File: config.mk
export PLATFORM = sky130hd
export DESIGN_NAME = pc_gen_flat
export DESIGN_NICKNAME = d
export VERILOG_FILES = /design/src/rtl/pc_gen_pkg.sv /design/src/rtl/pc_gen_if.sv /design/src/rtl/pc_target_mux.sv /design/src/rtl/pc_gen.sv /design/src/flat_wrapper.sv
export SDC_FILE = /design/constraint.sdc
export NUM_CORES = 1
export LEC_CHECK = 0
export ABC_CLOCK_PERIOD_IN_PS = 3000
export CORE_MARGIN = 4
export CORE_UTILIZATION = 50
export DETAILED_ROUTE_END_ITERATION = 12
export PLACE_DENSITY = 0.8
export REMOVE_ABC_BUFFERS = 1
export SYNTH_ARGS = -nofsm -noshare
export SYNTH_HDL_FRONTEND = slang
export SYNTH_SLANG_ARGS = --single-unit
File: constraint.sdc
create_clock -name clk -period 3 [get_ports clk]
set_input_delay 0.6 -clock clk [delete_from_list [all_inputs] [get_ports clk]]
set_output_delay 0.6 -clock clk [all_outputs]
set_load 0.1 [all_outputs]
File: src/rtl/pc_gen_pkg.sv
// pc_gen_pkg
//   Shared front-end control definitions: decode-stage PC-select encodings,
//   fetch FSM state encodings, the default reset PC and the base opcodes
//   whose decode produces the PC-select field.
package pc_gen_pkg;

  // Default first fetch address after reset.
  localparam logic [31:0] RESET_PC_DEFAULT = 32'h0000_2000;

  // Decode-stage next-PC select. 2'b10 is reserved and behaves as PC4.
  typedef enum logic [1:0] {
    PC4     = 2'b00,
    PC_IMM  = 2'b01,
    PC_RSV  = 2'b10,
    RS1_IMM = 2'b11
  } pc_sel_e;

  // Fetch FSM states.
  typedef enum logic [1:0] {
    BOOT = 2'b00,
    RUN  = 2'b01,
    HALT = 2'b10
  } pc_state_e;

  // Base opcodes that drive the PC-select field.
  localparam logic [6:0] OPC_JAL    = 7'b110_1111;  // selects PC_IMM
  localparam logic [6:0] OPC_JALR   = 7'b110_0111;  // selects RS1_IMM
  localparam logic [6:0] OPC_BRANCH = 7'b110_0011;  // resolved in execute (redirect)

endpackage

File: src/rtl/pc_gen_if.sv
// pc_gen_if
//   Groups the fetch/decode control signals of the PC generator.
//   master : upstream pipeline (drives select, operands, redirect, stall)
//   slave  : pc_gen (drives icache request, decode PC/valid, error flag)
interface pc_gen_if;
  import pc_gen_pkg::*;

  pc_sel_e     pc_add_sel;       // decode-stage next-PC select
  logic [31:0] imm;              // sign-extended immediate (decode)
  logic [31:0] rs1_data;         // forwarded rs1 (decode)
  logic        redirect_valid;   // execute-stage taken branch
  logic [31:0] redirect_target;  // branch target
  logic        stall;            // hold all state
  logic [31:0] icache_addr;      // fetch address
  logic        icache_re;        // fetch request
  logic [31:0] dec_pc;           // PC of the decode-stage instruction
  logic        dec_valid;        // decode-stage instruction is live
  logic        misalign_err;     // sticky misaligned-target flag

  modport master (
    output pc_add_sel, imm, rs1_data, redirect_valid, redirect_target, stall,
    input  icache_addr, icache_re, dec_pc, dec_valid, misalign_err
  );

  modport slave (
    input  pc_add_sel, imm, rs1_data, redirect_valid, redirect_target, stall,
    output icache_addr, icache_re, dec_pc, dec_valid, misalign_err
  );

endinterface

File: src/rtl/pc_target_mux.sv
// pc_target_mux
//   Combinational next-PC selection and misalignment check.
//   Ports:
//     fetch_pc, dec_pc, dec_valid : current fetch/decode state
//     sel, imm, rs1_data          : decode-stage jump request
//     redirect_valid/target       : execute-stage branch redirect
//     next_pc                     : selected next fetch address
//     squash                      : a control transfer was taken
//     misalign                    : next_pc is not word aligned
module pc_target_mux
  import pc_gen_pkg::*;
(
  input  logic [31:0] fetch_pc,
  input  logic [31:0] dec_pc,
  input  logic        dec_valid,
  input  pc_sel_e     sel,
  input  logic [31:0] imm,
  input  logic [31:0] rs1_data,
  input  logic        redirect_valid,
  input  logic [31:0] redirect_target,
  output logic [31:0] next_pc,
  output logic        squash,
  output logic        misalign
);

  logic [31:0] rs1_imm_sum;

  assign rs1_imm_sum = rs1_data + imm;

  // Redirect from execute beats any decode-stage jump, since the decode
  // instruction itself is on the wrong path when execute redirects.
  always_comb begin
    next_pc = fetch_pc + 32'd4;
    squash  = 1'b0;
    if (redirect_valid) begin
      next_pc = redirect_target;
      squash  = 1'b1;
    end else if (dec_valid) begin
      case (sel)
        PC_IMM: begin
          next_pc = dec_pc + imm;
          squash  = 1'b1;
        end
        RS1_IMM: begin
          next_pc = {rs1_imm_sum[31:1], 1'b0};
          squash  = 1'b1;
        end
        default: begin
          next_pc = fetch_pc + 32'd4;
          squash  = 1'b0;
        end
      endcase
    end
  end

  assign misalign = (next_pc[1:0] != 2'b00);

endmodule

File: src/rtl/pc_gen.sv
// pc_gen
//   Fetch PC generator: BOOT/RUN/HALT FSM plus fetch and decode PC registers.
//   Ports:
//     clk   : sole clock, rising edge
//     rst_n : asynchronous active-low reset
//     bus   : pc_gen_if.slave (select/operands/redirect/stall in;
//             icache_addr/icache_re/dec_pc/dec_valid/misalign_err out)
//   Parameter RESET_PC is the first fetch address after reset.
module pc_gen
  import pc_gen_pkg::*;
#(
  parameter logic [31:0] RESET_PC = RESET_PC_DEFAULT
) (
  input  logic     clk,
  input  logic     rst_n,
  pc_gen_if.slave  bus
);

  pc_state_e   state_reg, state_next;
  logic [31:0] fetch_pc_reg, fetch_pc_next;
  logic [31:0] dec_pc_reg, dec_pc_next;
  logic        dec_valid_reg, dec_valid_next;
  logic        misalign_reg, misalign_next;

  logic [31:0] target_pc;
  logic        target_squash;
  logic        target_misalign;

  pc_target_mux u_target_mux (
    .fetch_pc        (fetch_pc_reg),
    .dec_pc          (dec_pc_reg),
    .dec_valid       (dec_valid_reg),
    .sel             (bus.pc_add_sel),
    .imm             (bus.imm),
    .rs1_data        (bus.rs1_data),
    .redirect_valid  (bus.redirect_valid),
    .redirect_target (bus.redirect_target),
    .next_pc         (target_pc),
    .squash          (target_squash),
    .misalign        (target_misalign)
  );

  always_ff @(posedge clk or negedge rst_n) begin
    if (!rst_n) begin
      state_reg     <= BOOT;
      fetch_pc_reg  <= RESET_PC;
      dec_pc_reg    <= 32'd0;
      dec_valid_reg <= 1'b0;
      misalign_reg  <= 1'b0;
    end else begin
      state_reg     <= state_next;
      fetch_pc_reg  <= fetch_pc_next;
      dec_pc_reg    <= dec_pc_next;
      dec_valid_reg <= dec_valid_next;
      misalign_reg  <= misalign_next;
    end
  end

  // BOOT and RUN share the datapath: BOOT is simply the cycle in which the
  // reset PC is on the bus and nothing is in decode yet (dec_valid=0, so
  // decode-stage jumps are ignored automatically).
  always_comb begin
    state_next     = state_reg;
    fetch_pc_next  = fetch_pc_reg;
    dec_pc_next    = dec_pc_reg;
    dec_valid_next = dec_valid_reg;
    misalign_next  = misalign_reg;
    case (state_reg)
      BOOT, RUN: begin
        if (!bus.stall) begin
          if (target_misalign) begin
            // Misaligned target is never fetched; freeze fetch PC.
            state_next     = HALT;
            misalign_next  = 1'b1;
            dec_valid_next = 1'b0;
          end else begin
            state_next     = RUN;
            fetch_pc_next  = target_pc;
            dec_pc_next    = fetch_pc_reg;
            // The instruction fetched this cycle is on the wrong path
            // whenever a control transfer was taken.
            dec_valid_next = !target_squash;
          end
        end
      end
      HALT: begin
        dec_valid_next = 1'b0;
      end
      default: begin
        state_next     = HALT;
        misalign_next  = 1'b1;
        dec_valid_next = 1'b0;
      end
    endcase
  end

  assign bus.icache_addr  = fetch_pc_reg;
  // Gated by rst_n so the request drops immediately while reset is held.
  assign bus.icache_re    = rst_n && (state_reg != HALT);
  assign bus.dec_pc       = dec_pc_reg;
  assign bus.dec_valid    = dec_valid_reg;
  assign bus.misalign_err = misalign_reg;

endmodule

File: src/flat_wrapper.sv
// flat-port wrapper written by rule: the top's interface ports become plain ports
module pc_gen_flat import pc_gen_pkg::*;
#(
  parameter logic [31:0] RESET_PC = RESET_PC_DEFAULT
)
  (clk, rst_n, bus_pc_add_sel, bus_imm, bus_rs1_data, bus_redirect_valid, bus_redirect_target, bus_stall, bus_icache_addr, bus_icache_re, bus_dec_pc, bus_dec_valid, bus_misalign_err);
  pc_gen_if bus_i ();
  input  logic clk;
  input  logic rst_n;
  input wire logic [$bits(bus_i.pc_add_sel)-1:0] bus_pc_add_sel;
  input wire logic [$bits(bus_i.imm)-1:0] bus_imm;
  input wire logic [$bits(bus_i.rs1_data)-1:0] bus_rs1_data;
  input wire logic [$bits(bus_i.redirect_valid)-1:0] bus_redirect_valid;
  input wire logic [$bits(bus_i.redirect_target)-1:0] bus_redirect_target;
  input wire logic [$bits(bus_i.stall)-1:0] bus_stall;
  output wire logic [$bits(bus_i.icache_addr)-1:0] bus_icache_addr;
  output wire logic [$bits(bus_i.icache_re)-1:0] bus_icache_re;
  output wire logic [$bits(bus_i.dec_pc)-1:0] bus_dec_pc;
  output wire logic [$bits(bus_i.dec_valid)-1:0] bus_dec_valid;
  output wire logic [$bits(bus_i.misalign_err)-1:0] bus_misalign_err;
  assign bus_i.pc_add_sel = bus_pc_add_sel;
  assign bus_i.imm = bus_imm;
  assign bus_i.rs1_data = bus_rs1_data;
  assign bus_i.redirect_valid = bus_redirect_valid;
  assign bus_i.redirect_target = bus_redirect_target;
  assign bus_i.stall = bus_stall;
  assign bus_icache_addr = bus_i.icache_addr;
  assign bus_icache_re = bus_i.icache_re;
  assign bus_dec_pc = bus_i.dec_pc;
  assign bus_dec_valid = bus_i.dec_valid;
  assign bus_misalign_err = bus_i.misalign_err;
  pc_gen #(.RESET_PC(RESET_PC)) u_core (.clk(clk), .rst_n(rst_n), .bus(bus_i));
endmodule
==> impl_results.md, run 1 <==
- Post-synth EDFFs: 0
- Nets: between 1000 and 1500
- Post-synth ARST share: 100%
- Pins Over Slew Limit: 0
- Remaining global-route overflow: 0
- Vias in the first global route: 8518
- Starting density of the core: between 50 and 60%
- Synth Cell Area: between 7000 and 8000 sq um
- Most common cell after layout, fill and taps aside: buf_4
- Pin count of the biggest net entering global routing: between 40 and 50
- YS warnings: 0
- Sequential element share of the synthesized area: between 20% and 30%
- Comb power frac: a little under a third
- Sum Neg Setup Slack: 0 ps
- TritonCTS clock tree: built
- CP Data Required Time: roughly 3200 ps
- Dpl cells: ~1400
- Worst path cell trace: clkdlybuf4s50_1 -> ha_1 -> nand2_1 -> nor4_2 -> buf_4 -> nand2b_1 -> o22ai_1 -> buf_4 -> o21ai_4 -> a31oi_1 -> buf_4 -> a31oi_1 -> xnor2_1 -> o21ai_1
- Power Internal: 2030 uW
- Core Area: roughly 14000 sq um
- CP Max Fanout: 4
- Bufs on Longest Clock Path: 2
- Setup Skew: 7.82 ps
- Fraction of layout instances using a drive strength above 1: between 20% and 30%
- Die Wd: around 130 um
- TritonCTS buffer count: 9
- Critical-path top delay cell: clkdlybuf4s50_1
- Final GP Congestion: slightly below 1
- Tightest Pin Transition: about 690 ps
- Commonest cells after routing, fill and taps aside: buf_4, nand2_1, clkdlybuf4s50_1
- Clk network pwr share: a little under two fifths
- Type of element capturing the critical path: flip-flop
- Global Route Usage Sum: 34.0%
- Hold Crit Class: in -> async
- Reg-to-reg endpoint: u_core.bus.icache_addr[19]
- Post-route ant nets: 0
- Worst R2R Path Depth: 11
- Slew Limit Headroom: 54.1%
- Power Density: about 270 nW/um^2
- First-pass GRT wire length: around 43000 um
- WHS: approximately 380 ps
- Area growth syn-to-layout: 53.8%
- Synth Flop Type: dfrtp_1
- Sequential power share: approximately 31%
- Crit-path max cell delay: roughly 430 ps
- Crit Path Class: in -> reg
- Clock slew seen by the registers of the worst setup and hold paths: 70 ps
- Final hold violations: 0
- VDD IR-drop max: between 0.0003 and 0.0004 V
- Vias: between 8000 and 9000
- Cell area after layout: roughly 11000 sq um
- Area contributors post-synth: dfrtp_1, ha_1, nand2_1
- Max Fclk: 333 MHz
- Sink Count: 68
- N_diodes: 0
- Fin crit share: between 90 and 100%
- Chip Height: roughly 130 um
- Syn_area_per_cell: 7.63 sq um
- Switch Pwr: about 930 uW
- Clk Latency, worst-skew pair: between 300 and 400 ps
- Routed len/inst: just over 20 um
- Min cycle time layout: 3000 ps
- Outcome: completed
- Residual DRC: 0
- Pwr Total: between 2000 and 3000 uW
- FF-to-FF setup slack: ~140 ps
- Root buf cell: clkbuf_16
- # IOs: ~170
- Initial antenna violation count: 0
- Cell variety after synth: between 70 and 80
- Final Non-Filler Cells: around 1500
- DRT iter0 DRCs: around 1000
- Yosys top cell area share: around a quarter
- Synth area leader: dfrtp_1
- MaxCap Viol Count: 0
- DPL Wire Length: 21300 um
- Placed instance area: roughly 10000 sq um
- Pre-antenna DRT Iters: 6
- Switching Fraction: between 30% and 40%
- Routed WL: around 29000 um
- CP Launch Type: input port
- Hold_buf cts: 0
- Lkg Pwr: ~0.0053 uW
- Final setup fails: 0
- IO Port Bufs: 168
- CP most frequent cell: buf_4
- Synth Register Bits: between 60 and 70
- Mapped Cells: 924
- Worst EP arrival: about 3200 ps
- FF-to-FF Start: u_core.bus.dec_pc[1]
- Core Rows: 43
- Vias per cell: approximately 6.1
- CTS H-tree lvls: 3
- DIE AREA: 16100 sq um
==> Yosys cell counts (3+ instances only) <==
library cell  count
nand2_1         170
a21oi_1          96
dfrtp_1          67
ha_1             62
nor2_1           52
o21ai_0          49
xnor2_1          38
a21o_1           35
nand3_1          32
xor2_1           32
clkbuf_1         22
inv_1            22
and3_1           17
a31oi_1          16
nand4_1          16
a211oi_1         13
nor3_1           12
nand2b_1         11
o21ai_1          11
a221oi_1         10
and2_1           10
o211ai_1          9
o22ai_1           9
o31ai_1           9
or3_1             8
o21a_1            7
mux2i_1           6
o21bai_1          6
and4_1            5
buf_1             5
buf_2             5
nor2b_1           4
nor3b_1           4
a221o_1           3
a41oi_1           3
==> power groups by stage <==
stage	Combinational [uW]	Sequential (uW)	Clock [uW]
2_1_floorplan	377	934	0
3_3_place_gp	822	934	0
3_5_place_dp	832	934	0
4_1_cts	844	917	1140
5_1_grt	974	916	1170
6_report	913	917	1130
==> final cells by class <==
class / instances / area [sq um]
Fill cell: 971 / 2980
Inverter: 22 / 82.6
Timing Repair Buffer: 370 / 3090
Clock buffer: 9 / 225
Tap cell: 180 / 225
Multi-Input combinational cell: 794 / 5450
Clock inverter: 7 / 76.3
Sequential cell: 68 / 1700
==> metrics by stage <==
| step | utilization (%) | setup WS, ps |
|---|---|---|
| 6_report | 78.4 | 0.654 |
| 5_1_grt | 78.4 | -116 |
| 4_1_cts | 76.3 | -6.29 |
| 3_5_place_dp | 73.1 | -626 |
| 3_3_place_gp | 73.1 | -536 |
| 2_1_floorplan | - | -2270 |
==> cell families (layout without fill, tap and decap cells) <==
kind of cell	after synthesis	in the layout	share of synthesized area, %
flip-flops	68	68	24.1
XOR/XNOR	70	70	8.69
buffers and inverters	62	408	4.12
adder cells (fa/ha/maj)	64	64	11.6
AO/OA/AOI/OAI	303	303	27.7
multiplexers	7	7	1.01
AND/OR/NAND/NOR	350	350	22.8
==> metal layers <==
layer,GRT usage [%],wire length (um)
met2,53.8,13700
met4,16.5,1370
met5,0,0
met1,44.5,11500
met3,6.78,2780
==> worst max-delay path by stage <==
| stage | end | from |
|---|---|---|
| floorplan | u_core.bus.icache_addr[23] | u_core.bus.dec_valid |
| global placement | u_core.bus.icache_addr[28] | bus_imm[0] |
| detailed placement | u_core.bus.icache_addr[28] | bus_imm[0] |
| CTS | u_core.bus.icache_addr[29] | bus_imm[7] |
| global route | u_core.bus.icache_addr[19] | bus_imm[1] |
| finish | u_core.bus.icache_addr[31] | bus_imm[13] |
==> timing repair <==
item / 4_1_cts / 5_1_grt
pin swaps: 18 / 23
cloned: 0 / 0
setup endpoints to repair: 21 / 20
setup buffers: 2 / 3
resized for setup: 29 / 57
==> worst max-delay path, delay by kind of cell <==
family / cells / cell delay [ps]
compound gates: 5 / 620
xor+xnor: 1 / 280
simple gates: 3 / 410
fa+ha+maj: 1 / 370
buf+inv: 4 / 940
No activity file was read; power rests on OpenSTA's default activity.
==> inputs of run 2 (changes only) <==
--- a/config.mk
+++ b/config.mk
@@ -9,6 +9,7 @@
 export CORE_MARGIN = 4
 export CORE_UTILIZATION = 50
 export DETAILED_ROUTE_END_ITERATION = 12
+export GPL_ROUTABILITY_DRIVEN = 1
 export PLACE_DENSITY = 0.8
 export REMOVE_ABC_BUFFERS = 1
 export SYNTH_ARGS = -nofsm -noshare
==> results of run 2 <==
Final layout, timing and power as in run 1 (identical DEF).
==> inputs of run 3 (changes only) <==
--- a/config.mk
+++ b/config.mk
@@ -5,12 +5,13 @@
 export SDC_FILE = /design/constraint.sdc
 export NUM_CORES = 1
 export LEC_CHECK = 0
-export ABC_CLOCK_PERIOD_IN_PS = 3000
+export CELL_PAD_IN_SITES_DETAIL_PLACEMENT = 1
+export CELL_PAD_IN_SITES_GLOBAL_PLACEMENT = 1
 export CORE_MARGIN = 4
-export CORE_UTILIZATION = 50
+export CORE_UTILIZATION = 37
 export DETAILED_ROUTE_END_ITERATION = 12
 export GPL_ROUTABILITY_DRIVEN = 1
-export PLACE_DENSITY = 0.8
+export PLACE_DENSITY_LB_ADDON = 0.1
 export REMOVE_ABC_BUFFERS = 1
 export SYNTH_ARGS = -nofsm -noshare
 export SYNTH_HDL_FRONTEND = slang
==> impl_results.md, run 3 (synthesis results as in run 1) <==
- Outcome: completed
- Global Route Usage Sum: 29.6% (-4.4 points)
- CTS H-tree lvls: 3 (unchanged)
- VDD IR-drop max: 0.000249 V (-22%)
- Sink Count: 68 (unchanged)
- Residual DRC: 0 (unchanged)
- Vias in the first global route: 9036 (+6.1%)
- Slew Limit Headroom: 33.4% (-21 points)
- Core Rows: 50 (+16%)
- TritonCTS clock tree: built
- Sequential power share: 30.8% (-0.2 points)
- DIE AREA: 21300 sq um (+33%)
- Final setup fails: 0 (unchanged)
- Crit Path Class: in -> reg
- First-pass GRT wire length: 50400 um (+16%)
- Worst EP arrival: 3200 ps (-40 ps)
- Final GP Congestion: 0.954 (-2.5%)
- Final Util: 58.4% (-20 points)
- Remaining global-route overflow: 0 (unchanged)
- Pre-antenna DRT Iters: 5 (-1)
- Unrepaired setup endpoints after global routing: yes
- Final Non-Filler Cells: 1493 (+3.0%)
- Final hold violations: 0 (unchanged)
- MaxCap Viol Count: 0 (unchanged)
- CP Data Required Time: 3250 ps (about the same)
- Setup Skew: 9.54 ps (+1.72 ps)
- Clock slew seen by the registers of the worst setup and hold paths: 60 ps (about the same)
- Fin crit share: 98.4% (-1.6 points)
- Commonest cells after routing, fill and taps aside: buf_4, nand2_1, clkdlybuf4s50_1
- Vias: 8636 (-2.7%)
- IO Port Bufs: 168 (unchanged)
- Clk Latency, worst-skew pair: 350 ps (about the same)
- CP Launch Type: input port
- Bufs on Longest Clock Path: 2 (unchanged)
- Initial antenna violation count: 2 (+2)
- Tightest Pin Transition: 999 ps (+311 ps)
- Routed WL: 32900 um (+12%)
- Root buf cell: clkbuf_16
- Nets: 1419 (-0.84%)
- Switch Pwr: 948 uW (+1.9%)
- TritonCTS buffer count: 9 (unchanged)
- Routed len/inst: 22.1 um (+9.1%)
- Area growth syn-to-layout: 54.8%
- Min cycle time layout: 2950 ps (-48.7 ps)
- Hold_buf cts: 0 (unchanged)
- Max Fclk: 339 MHz (+1.7%)
- Fillcell total: 2312 (+140%)
- Pins Over Slew Limit: 0 (unchanged)
- Pin count of the biggest net entering global routing: 69 (+47%)
- DPL Wire Length: 24900 um (+17%)
- Hold Crit Class: reg -> reg
- CP Max Fanout: 4 (unchanged)
- Most common cell after layout, fill and taps aside: buf_4
- Power Internal: 2030 uW (+0.18%)
- Comb power frac: 32.3% (+1.4 points)
- Switching Fraction: 31.8% (+0.37 points)
- Type of element capturing the critical path: flip-flop
- Starting density of the core: 37.7% (-13 points)
- Fraction of layout instances using a drive strength above 1: 29.0% (+0.75 points)
- Power Density: 273 nW/um^2 (about the same)
- DRT iter0 DRCs: 603 (-41%)
- Post-route ant nets: 0 (unchanged)
- Core Area: 18700 sq um (+35%)
- # IOs: 169 (unchanged)
- Die Wd: 146 um (+15%)
- Chip Height: 146 um (+15%)
- Dpl cells: 1470 (+2.9%)
- Clk network pwr share: 36.9% (-1.2 points)
- Vias per cell: 5.78 (-5.5%)
- Lkg Pwr: 0.00528 uW (-1.2%)
-- run 3: what timing repair did --
item | in CTS | in global routing
pin swaps | 22 | 30
gates resized for setup | 38 | 74
buffers inserted | 5 | 2
setup endpoints to repair | 24 | 25
-- run 3: path summary, 6_finish.rpt --
path	start	to	slack (ps)	depth (start not counted)
worst max-delay path	bus_rs1_data[6]	u_core.bus.icache_addr[23]	50	11
worst min register to register	u_core.bus.misalign_err	u_core.bus.misalign_err	470	1
min in group asynchronous	rst_n	u_core.bus.icache_addr[0]	510	2
max in group asynchronous	rst_n	u_core.bus.icache_addr[22]	1840	2
worst min-delay path	u_core.bus.misalign_err	u_core.bus.misalign_err	470	1
worst max register to register	u_core.bus.dec_pc[11]	u_core.bus.icache_addr[26]	140	10
-- run 3: cell type report --
cell class                 count  area (sq um)  share of cell area [%]
tap                          234           293                    2.68
clock buffer                  11           233                    2.13
antenna                        1          2.50                  0.0229
sequential                    68          1700                    15.6
clock inverter                 5          52.6                   0.481
timing repair buffer         358          2990                    27.3
inverter                      22          82.6                   0.756
multi-input combinational    794          5570                    51.0
-- run 3: critical path, cell delays in order --
cell	delay, ps
clkdlybuf4s50_1	410
ha_1	350
a21oi_1	170
o21ai_0	170
o21ba_4	290
nor2_4	170
o21bai_1	130
a21oi_2	280
xnor2_1	180
nand3_1	170
a221oi_2	290
-- run 3: layer usage --
| layer | part of all wire [%] | global-route usage [%] |
|---|---|---|
| met2 | 47 | 48.6 |
| met5 | 0 | 0 |
| met3 | 5.5 | 3.91 |
| met4 | 2.3 | 8.37 |
| met1 | 45 | 41.1 |
-- run 3: metrics by stage --
step                      cell area, sq um  worst slack, ps  setup TNS [ps]  total power (uW)  hold slack (ps)
final                                10900             49.4               0              2980              465
after global routing                 10900            -49.7            -170              3100              492
after CTS                            10600            -21.8           -21.8              2920              469
after detailed placement             10000             -660          -23610              1800              458
after global placement               10000             -627          -21980              1790              440
after floorplan                       6840            -2270          -98450              1310              304
-- run 3: power by group through the flow --
stage	Combinational, uW	Clock (uW)	Sequential, uW
finish	961	1100	917
global route	1030	1150	917
CTS	895	1110	917
detailed placement	871	0	934
global placement	857	0	934
floorplan	377	0	934
